==> config.mk <==
export PLATFORM = sky130hd
export DESIGN_NAME = dffsre_ift_monitor
export DESIGN_NICKNAME = d
export VERILOG_FILES = /design/src/rtl/dffsre_ift_pkg.sv /design/src/rtl/dffsre_ift_model.sv /design/src/rtl/dffsre_ift_monitor.sv
export SDC_FILE = /design/constraint.sdc
export NUM_CORES = 1
export LEC_CHECK = 0
export CORE_MARGIN = 2
export CORE_UTILIZATION = 47
export CTS_CLUSTER_DIAMETER = 150
export CTS_CLUSTER_SIZE = 12
export DETAILED_ROUTE_END_ITERATION = 7
export GPL_TIMING_DRIVEN = 0
export PLACE_DENSITY = 0.91
export SETUP_SLACK_MARGIN = 0.3
export SLEW_MARGIN = 20
export SYNTH_ARGS = -nofsm -noshare
export SYNTH_HDL_FRONTEND = slang
export SYNTH_SLANG_ARGS = --single-unit
==> constraint.sdc <==
create_clock -name CLK -period 6.8 [get_ports CLK]
set_input_delay 1.36 -clock CLK [delete_from_list [all_inputs] [get_ports CLK]]
set_output_delay 1.36 -clock CLK [all_outputs]
set_load 0.01 [all_outputs]
==> src/rtl/dffsre_ift_pkg.sv <==
// Shared types and helpers for the IFT set/clear/enable DFF response monitor.
package dffsre_ift_pkg;

  typedef enum logic [1:0] {
    IDLE = 2'd0,
    SYNC = 2'd1,
    RUN  = 2'd2,
    HALT = 2'd3
  } state_t;

  localparam int TW_DEF = 32;
  // The taint helper works on the widest supported vector; callers zero-extend and truncate.
  localparam int TW_MAX = 64;

  function automatic logic [TW_MAX-1:0] taint_or3(input logic [TW_MAX-1:0] a,
                                                  input logic [TW_MAX-1:0] b,
                                                  input logic [TW_MAX-1:0] c);
    return a | b | c;
  endfunction

endpackage

==> src/rtl/dffsre_ift_model.sv <==
// Shadow model of the instrumented set/clear/enable DFF: tracks the expected value and taint of Q.
module dffsre_ift_model
  import dffsre_ift_pkg::*;
#(
  parameter int TW = TW_DEF
) (
  input  logic          clk,
  input  logic          rst,
  input  logic          i_load,
  input  logic          i_upd,
  input  logic          i_d,
  input  logic [TW-1:0] i_d_t,
  input  logic          i_en,
  input  logic [TW-1:0] i_en_t,
  input  logic          i_set,
  input  logic [TW-1:0] i_set_t,
  input  logic          i_clr,
  input  logic [TW-1:0] i_clr_t,
  input  logic [TW-1:0] i_clk_t,
  input  logic          i_q,
  input  logic [TW-1:0] i_q_t,
  output logic          o_q,
  output logic [TW-1:0] o_qt
);

  logic          r_q;
  logic [TW-1:0] r_qt;
  logic [TW-1:0] w_set_qt;
  logic [TW-1:0] w_en_qt;
  logic [TW-1:0] w_hold_qt;

  assign w_set_qt  = TW'(taint_or3(TW_MAX'(i_set_t), TW_MAX'(i_clr_t), '0));
  assign w_en_qt   = TW'(taint_or3(TW_MAX'(i_d_t), TW_MAX'(i_en_t), TW_MAX'(i_clk_t)));
  assign w_hold_qt = TW'(taint_or3(TW_MAX'(r_qt), TW_MAX'(i_en_t), TW_MAX'(i_clk_t)));

  // Clear outranks set, set outranks enable; a held Q still picks up enable/clock taint.
  always_ff @(posedge clk or posedge rst) begin
    if (rst) begin
      r_q  <= 1'b0;
      r_qt <= '0;
    end else if (i_load) begin
      r_q  <= i_q;
      r_qt <= i_q_t;
    end else if (i_upd) begin
      if (i_clr) begin
        r_q  <= 1'b0;
        r_qt <= i_clr_t;
      end else if (i_set) begin
        r_q  <= 1'b1;
        r_qt <= w_set_qt;
      end else if (i_en) begin
        r_q  <= i_d;
        r_qt <= w_en_qt;
      end else begin
        r_qt <= w_hold_qt;
      end
    end
  end

  assign o_q  = r_q;
  assign o_qt = r_qt;

endmodule

==> src/rtl/dffsre_ift_monitor.sv <==
// Passive checker for an IFT-instrumented DFF: compares Q/Q_t with a shadow model every RUN cycle.
module dffsre_ift_monitor
  import dffsre_ift_pkg::*;
#(
  parameter int TW          = TW_DEF,
  parameter int CW          = 16,
  parameter bit STOP_ON_ERR = 1'b0
) (
  input  logic          CLK,
  input  logic          CLR,
  input  logic          START,
  input  logic          STOP,
  input  logic          OBS_D,
  input  logic [TW-1:0] OBS_D_t,
  input  logic          OBS_EN,
  input  logic [TW-1:0] OBS_EN_t,
  input  logic          OBS_SET,
  input  logic [TW-1:0] OBS_SET_t,
  input  logic          OBS_CLR,
  input  logic [TW-1:0] OBS_CLR_t,
  input  logic [TW-1:0] OBS_CLK_t,
  input  logic          OBS_Q,
  input  logic [TW-1:0] OBS_Q_t,
  output logic          ERR,
  output logic          ERR_VAL,
  output logic          ERR_TNT,
  output logic [CW-1:0] CHK_CNT,
  output logic [CW-1:0] ERR_CNT,
  output logic [CW-1:0] FIRST_ERR,
  output logic          DONE
);

  function automatic logic [CW-1:0] sat_inc(input logic [CW-1:0] v);
    return (&v) ? v : v + CW'(1);
  endfunction

  state_t        r_state;
  logic          r_async_prev;
  logic [CW-1:0] r_cyc;
  logic          r_err;
  logic          r_err_val;
  logic          r_err_tnt;
  logic [CW-1:0] r_chk_cnt;
  logic [CW-1:0] r_err_cnt;
  logic [CW-1:0] r_first_err;
  logic          r_done;

  logic          w_q;
  logic [TW-1:0] w_qt;
  logic          w_skip;
  logic          w_cmp;
  logic          w_val_mis;
  logic          w_tnt_mis;
  logic          w_mis;

  dffsre_ift_model #(.TW(TW)) u_model (
    .clk     (CLK),
    .rst     (CLR),
    .i_load  (r_state == SYNC),
    .i_upd   (r_state == RUN),
    .i_d     (OBS_D),
    .i_d_t   (OBS_D_t),
    .i_en    (OBS_EN),
    .i_en_t  (OBS_EN_t),
    .i_set   (OBS_SET),
    .i_set_t (OBS_SET_t),
    .i_clr   (OBS_CLR),
    .i_clr_t (OBS_CLR_t),
    .i_clk_t (OBS_CLK_t),
    .i_q     (OBS_Q),
    .i_q_t   (OBS_Q_t),
    .o_q     (w_q),
    .o_qt    (w_qt)
  );

  // Async set/clear can move Q between edges, so this edge and the one after are not compared.
  assign w_skip    = OBS_SET | OBS_CLR | r_async_prev;
  assign w_cmp     = (r_state == RUN) && !w_skip;
  assign w_val_mis = (OBS_Q !== w_q);
  assign w_tnt_mis = (OBS_Q_t !== w_qt);
  assign w_mis     = w_cmp && (w_val_mis || w_tnt_mis);

  always_ff @(posedge CLK or posedge CLR) begin
    if (CLR) begin
      r_state      <= IDLE;
      r_async_prev <= 1'b0;
      r_cyc        <= '0;
      r_err        <= 1'b0;
      r_err_val    <= 1'b0;
      r_err_tnt    <= 1'b0;
      r_chk_cnt    <= '0;
      r_err_cnt    <= '0;
      r_first_err  <= '0;
      r_done       <= 1'b0;
    end else begin
      r_async_prev <= OBS_SET | OBS_CLR;
      case (r_state)
        IDLE: if (START) r_state <= SYNC;
        SYNC: begin
          r_state <= RUN;
          r_cyc   <= '0;
        end
        RUN: begin
          r_cyc <= sat_inc(r_cyc);
          if (w_cmp) r_chk_cnt <= sat_inc(r_chk_cnt);
          if (w_mis) begin
            r_err     <= 1'b1;
            r_err_cnt <= sat_inc(r_err_cnt);
            if (w_val_mis) r_err_val <= 1'b1;
            if (w_tnt_mis) r_err_tnt <= 1'b1;
            if (!r_err) r_first_err <= r_cyc;
          end
          if (STOP || (w_mis && STOP_ON_ERR)) begin
            r_state <= HALT;
            r_done  <= 1'b1;
          end
        end
        HALT:    r_done  <= 1'b1;
        default: r_state <= IDLE;
      endcase
    end
  end

  assign ERR       = r_err;
  assign ERR_VAL   = r_err_val;
  assign ERR_TNT   = r_err_tnt;
  assign CHK_CNT   = r_chk_cnt;
  assign ERR_CNT   = r_err_cnt;
  assign FIRST_ERR = r_first_err;
  assign DONE      = r_done;

endmodule

# Yosys cells after proc, flatten, opt, wreduce, memory -nomap -nowiden
# Cells that the tools add are included.
totals:
  ff_bits: 104
  in_bits: 201
  out_inout_bits: 52
  word_cells: 72
op_classes:
  addsub: 3
  eq_ne: 8
  mux: 17
  bitwise: 10
  n_reduce_logical: 22
op_table:
  columns: ["op", "n"]
  rows:
  - ["32-bit 2-to-1 mux", 5]
  - ["32-bit OR", 5]
  - ["16-bit by 1-bit adder with 16-bit output, second input constant", 3]
  - ["16-bit AND reduction", 3]
  - ["32-bit case inequality test", 1]
  - ["16-bit case mux with 2 select lines", 1]
  - ["3-bit AND reduction", 6]
  - ["16-bit 2-to-1 mux", 1]
  - ["2-bit AND reduction", 4]
  - ["1-bit 2-to-1 mux", 6]
  - ["2-bit != test, second input constant", 3]
  - ["2-bit case mux with 3 select lines", 1]
  - ["2-bit equality test, second input constant", 2]
  - ["2-bit 2-to-1 mux", 2]
  - ["2-bit nonzero test", 2]
  - ["4-bit nonzero test", 1]
  - ["1-bit NOT", 3]
  - ["3-bit nonzero test", 1]
  - ["2-bit by 1-bit equality test with 1-bit output, second input constant", 1]
  - ["1-bit logical AND", 2]
  - ["2-bit zero test", 1]
  - ["1-bit OR", 2]
  - ["1-bit case mux with 2 select lines", 1]
  - ["1-bit zero test", 1]
  - ["other kinds (2)", 2]

# Depth between registers and ports, before layout
depth:
  ltp_word: 7
  depth_mapped: 8
  mapped_depth_nobuf: 7

# Cells and area by module
# From an unflattened synthesis, not the netlist that was laid out.
unflattened:
  cells_unflattened: 638
  area_unflattened_um2: 6567.5
by_module_without_submodules:
  columns: ["mod", "instances", "cells_each", "area_each_um2", "seq_area_each_um2"]
  rows:
  - ["dffsre_ift_monitor", 1, 343, 3754.9, 1776.7]
  - ["dffsre_ift_model", 1, 295, 2812.7, 825.8]

# Worst setup path before layout
# Ideal clock, no wire load.
synth_timing:
  path_type: "in2reg"
  startpoint: "input OBS_Q_t[31]"
  endpoint: "register r_first_err[0], in the netlist FIRST_ERR[0]"
  setup_ns: 0.127
  t_arrival_ns: 2.803
  required_time_ns: 6.673
  setup_slack_ns: 3.869
  stages: 7
  path_buffers: 1
  path_cell_list: "xnor2_1 > nand4_1 > nor4_2 > nand3_4 > nand2_2 > buf_6 > mux2_1"
synth_between:
  elab_chain_len: 4
synth_rtl:
  columns: ["element", "line", "source"]
  rows:
  - ["start, declared", "dffsre_ift_monitor.sv:23", "input logic [TW-1:0] OBS_Q_t,"]
  - ["32-bit case inequality test", "dffsre_ift_monitor.sv:80", "assign w_tnt_mis = (OBS_Q_t !== w_qt);"]
  - ["1-bit logical OR", "dffsre_ift_monitor.sv:81", "assign w_mis = w_cmp && (w_val_mis || w_tnt_mis);"]
  - ["1-bit logical AND", "dffsre_ift_monitor.sv:81", null]
  - ["3-bit AND reduction (no line)", null, null]
  - ["end signal, assigned", "dffsre_ift_monitor.sv:111", "if (!r_err) r_first_err <= r_cyc;"]
  - ["end, declared", "dffsre_ift_monitor.sv:45", "logic [CW-1:0] r_first_err;"]
# Every way passes these cells.
# A chain may end at the register's enable or synchronous reset.

# Worst setup path after layout
layout_timing:
  startpoint: "input OBS_CLR"
  endpoint: "register r_chk_cnt[6], in the netlist CHK_CNT[6]"
layout_between:
  elab_chain_len: 5
layout_rtl:
  columns: ["element", "line", "source"]
  rows:
  - ["start, declared", "dffsre_ift_monitor.sv:19", "input logic OBS_CLR,"]
  - ["1-bit OR (2 in a row)", "dffsre_ift_monitor.sv:77", "assign w_skip = OBS_SET | OBS_CLR | r_async_prev;"]
  - ["1-bit zero test", "dffsre_ift_monitor.sv:78", "assign w_cmp = (r_state == RUN) && !w_skip;"]
  - ["1-bit logical AND", "dffsre_ift_monitor.sv:78", null]
  - ["3-bit AND reduction (no line)", null, null]
  - ["end signal, assigned", "dffsre_ift_monitor.sv:105", "if (w_cmp) r_chk_cnt <= sat_inc(r_chk_cnt);"]
  - ["end, declared", "dffsre_ift_monitor.sv:43", "logic [CW-1:0] r_chk_cnt;"]
# Every way passes these cells.

==> results.yml <==
outcome:
  status: "completed"
clock_tree:
  clk_pin_slew_ns: 0.07
  h-tree-depth: 3
  cts_buffers: 9
  hold_buffers: 0
  clk_latency_ns: 0.35
  post-cts-setup-buffers: 0
  ctsResizeCount: 0
  cts_buffer_depth: 2
  clkSinkCount: 104
  cts_root_buf: "clkbuf_16"
  cts_tree: "built"
finish:
  areaGrowthSynthToFinish_pct: 49.45
  drive_gt1_share_pct: 7.816
  final_area_um2: 9260
  mostFrequentLayoutCells: "clkdlybuf4s50_1 (251), dfrtp_1 (104), nor3_1 (75)"
  multi_input_area_um2: 3435
  final-seq-area_um2: 2603
  final_common_cell: "clkdlybuf4s50_1"
  fill_cells: 983
  nNetsFinal: 1140
  utilization_pct: 72.79
timing:
  rsz0062_at_grt: "no"
  hold_violations: 0
  period_needed_ns: 3.582
  slew_headroom_pct: 52.59
  drv_slew: 0
  fin_skew_ns: 0.008743
  hold_slack_ns: 0.4733
  fmax_ghz: 0.2792
  max_slew.worst_pin.slew_ns: 0.7111
  finalSetupViolations: 0
  setup_tns_ns: 0
  fin_crit_sh_pct: 52.67
detailed_routing:
  wl_um: 20360
  wire_per_inst_um: 18.39
  drtPass1Iterations: 5
  postRouteAntennaNets: 0
  vias: 6266
  drtIter0Drc: 428
  viasPerCell: 5.660
  drcViolationCount: 0
floorplanning:
  io_pins: 253
  die_x_um: 118.8
  floorplan.die_area_um2: 14120
  rows: 41
  core_area_um2: 12720
  start_util_pct: 48.70
  die_y_um: 118.8
grt:
  overflow: 0
  grt_max_degree: 54
  grt_pass1_wl_um: 32350
  track_usage_pct: 28.80
  antenna_found_initial: 1
  grt_pass1_vias: 6490
place:
  gp_congestion: 0.8916
  place_area_um2: 8956
  io_buffer_count: 251
  dp_hpwl_um: 15930
synthesis:
  synth_cell_types: 50
  syn_area_per_cell_um2: 9.289
  syn_nets: 877
  ys_ff_latch: 104
  netlist_area_um2: 6196
  seq_area_frac_synth_pct: 42.00
  netlist_instances: 667
  ys.warnings.count: 0
critical_path:
  cp.buffers_inverters: 2
  crit_path_end_kind: "register"
  worstPathRequired_ns: 7.03
  crit_slowest_cell: "clkdlybuf4s50_1"
  arrival_ns: 3.81
  start_kind: "primary input"
  critPathMaxFanout: 8
  path_cells: "clkdlybuf4s50_1, nor2_4, inv_2, nor3b_4, o211ai_1, nor2_1, nand3_1, xnor2_1"
  worst-setup-path-type: "primary input to register"
  critPathMaxStageDelay_ns: 0.65
  cp_top_family: "simple AND/OR/NAND/NOR gates"
hold_path:
  hp-class: "register to register"
power:
  leakage_nw: 3.618
  peakVddDrop_mv: 0.1617
  p_per_area_nw_per_um2: 275.0
job:
  max-cap-violations: 0
## layout make-up
type                            count  share of cell area, %
Buffer                             33                  1.513
Timing Repair Buffer              252                  27.43
Sequential cell                   104                  28.10
Clock buffer                        9                  2.432
Clock inverter                      6                 0.8242
Multi-Input combinational cell    525                  37.09
Inverter                            5                 0.2567
Antenna cell                        1                0.02702
Tap cell                          172                  2.324
## worst paths after layout
check,endpoint,cells past startpoint,from,slack [ns]
max,CHK_CNT[6],8,OBS_CLR,3.22
min,ERR_TNT,1,ERR_TNT,0.47
max reg2reg,FIRST_ERR[5],7,u_model.o_qt[31],4.39
min reg2reg,ERR_TNT,1,ERR_TNT,0.47
max in group asynchronous,r_cyc[13],3,CLR,4.75
min in group asynchronous,ERR_CNT[0],2,CLR,1.43
## state kept, by name (all words and copies together) (netlist names)
signal        count
ERR_VAL           1
r_state           2
u_model.o_qt     32
ERR_TNT           1
FIRST_ERR        16
DONE              1
ERR               1
ERR_CNT          16
r_cyc            16
r_async_prev      1
u_model.o_q       1
CHK_CNT          16
## per-layer routing
metal	wire (um)	GRT usage [%]	vias up
met5	0	0	-
met4	809	12.87	0
met3	1185	3.784	60
met2	10450	51.08	296
met1	7917	34.84	2987
li1	-	-	2923
## through the flow
step,total power [mW],std cells,setup slack [ns]
after global routing,2.708,1107,3.029
final,2.546,1107,3.218
after CTS,2.552,1106,3.245
after detailed placement,2.017,1091,2.865
after global placement,1.973,1090,1.147
after floorplan,1.570,667,2.708
## synth_stat cells, drive strengths merged
master / number / share of area [%]
dfrtp: 104 / 42
nor3: 75 / 6.1
a21oi: 70 / 5.7
nor2: 58 / 3.6
xnor2: 57 / 8.1
mux2: 50 / 9.1
nor2b: 36 / 3.6
nor4: 36 / 3.8
nand2: 28 / 1.9
clkbuf: 25 / 1.5
nand3: 24 / 2.1
nand4: 23 / 2.6
o21ai: 12 / 0.97
xor2: 10 / 1.4
ha: 9 / 1.8
buf: 8 / 0.75
and3: 6 / 0.61
inv: 5 / 0.30
and4: 4 / 0.61
or3: 4 / 0.48
and2: 3 / 0.30
nand3b: 3 / 0.36
nor3b: 2 / 0.42
o21bai: 2 / 0.24
o31ai: 2 / 0.24
or2: 2 / 0.20
a21o: 1 / 0.12
a31oi: 1 / 0.10
a41oi: 1 / 0.14
mux2i: 1 / 0.16
nand2b: 1 / 0.10
nand4b: 1 / 0.14
o211a: 1 / 0.16
o211ai: 1 / 0.12
o21a: 1 / 0.12
## power breakdown
group	total [mW]	switching [mW]	internal (mW)	leakage, nW
Combinational	1.11	0.613	0.496	2.14
Clock	0.535	0.244	0.290	0.148
Sequential	0.902	0.142	0.760	1.33
Total	2.55	0.999	1.55	3.62
## cells by family after synthesis
group / synth area share, %
flops: 42.00
mux: 9.309
buf+inv: 2.564
simple gates: 26.96
fa+ha+maj: 1.817
compound gates: 7.876
xor+xnor: 9.471
## worst reg2reg max path, delay by kind of cell, from the launching register on
family	cells	cell delay [ns]
flip-flops	1	0.41
XOR/XNOR	1	0.29
multiplexers	1	0.33
buffers and inverters	1	0.18
AND/OR/NAND/NOR	4	1.08
(Power assumes the default switching activity.)
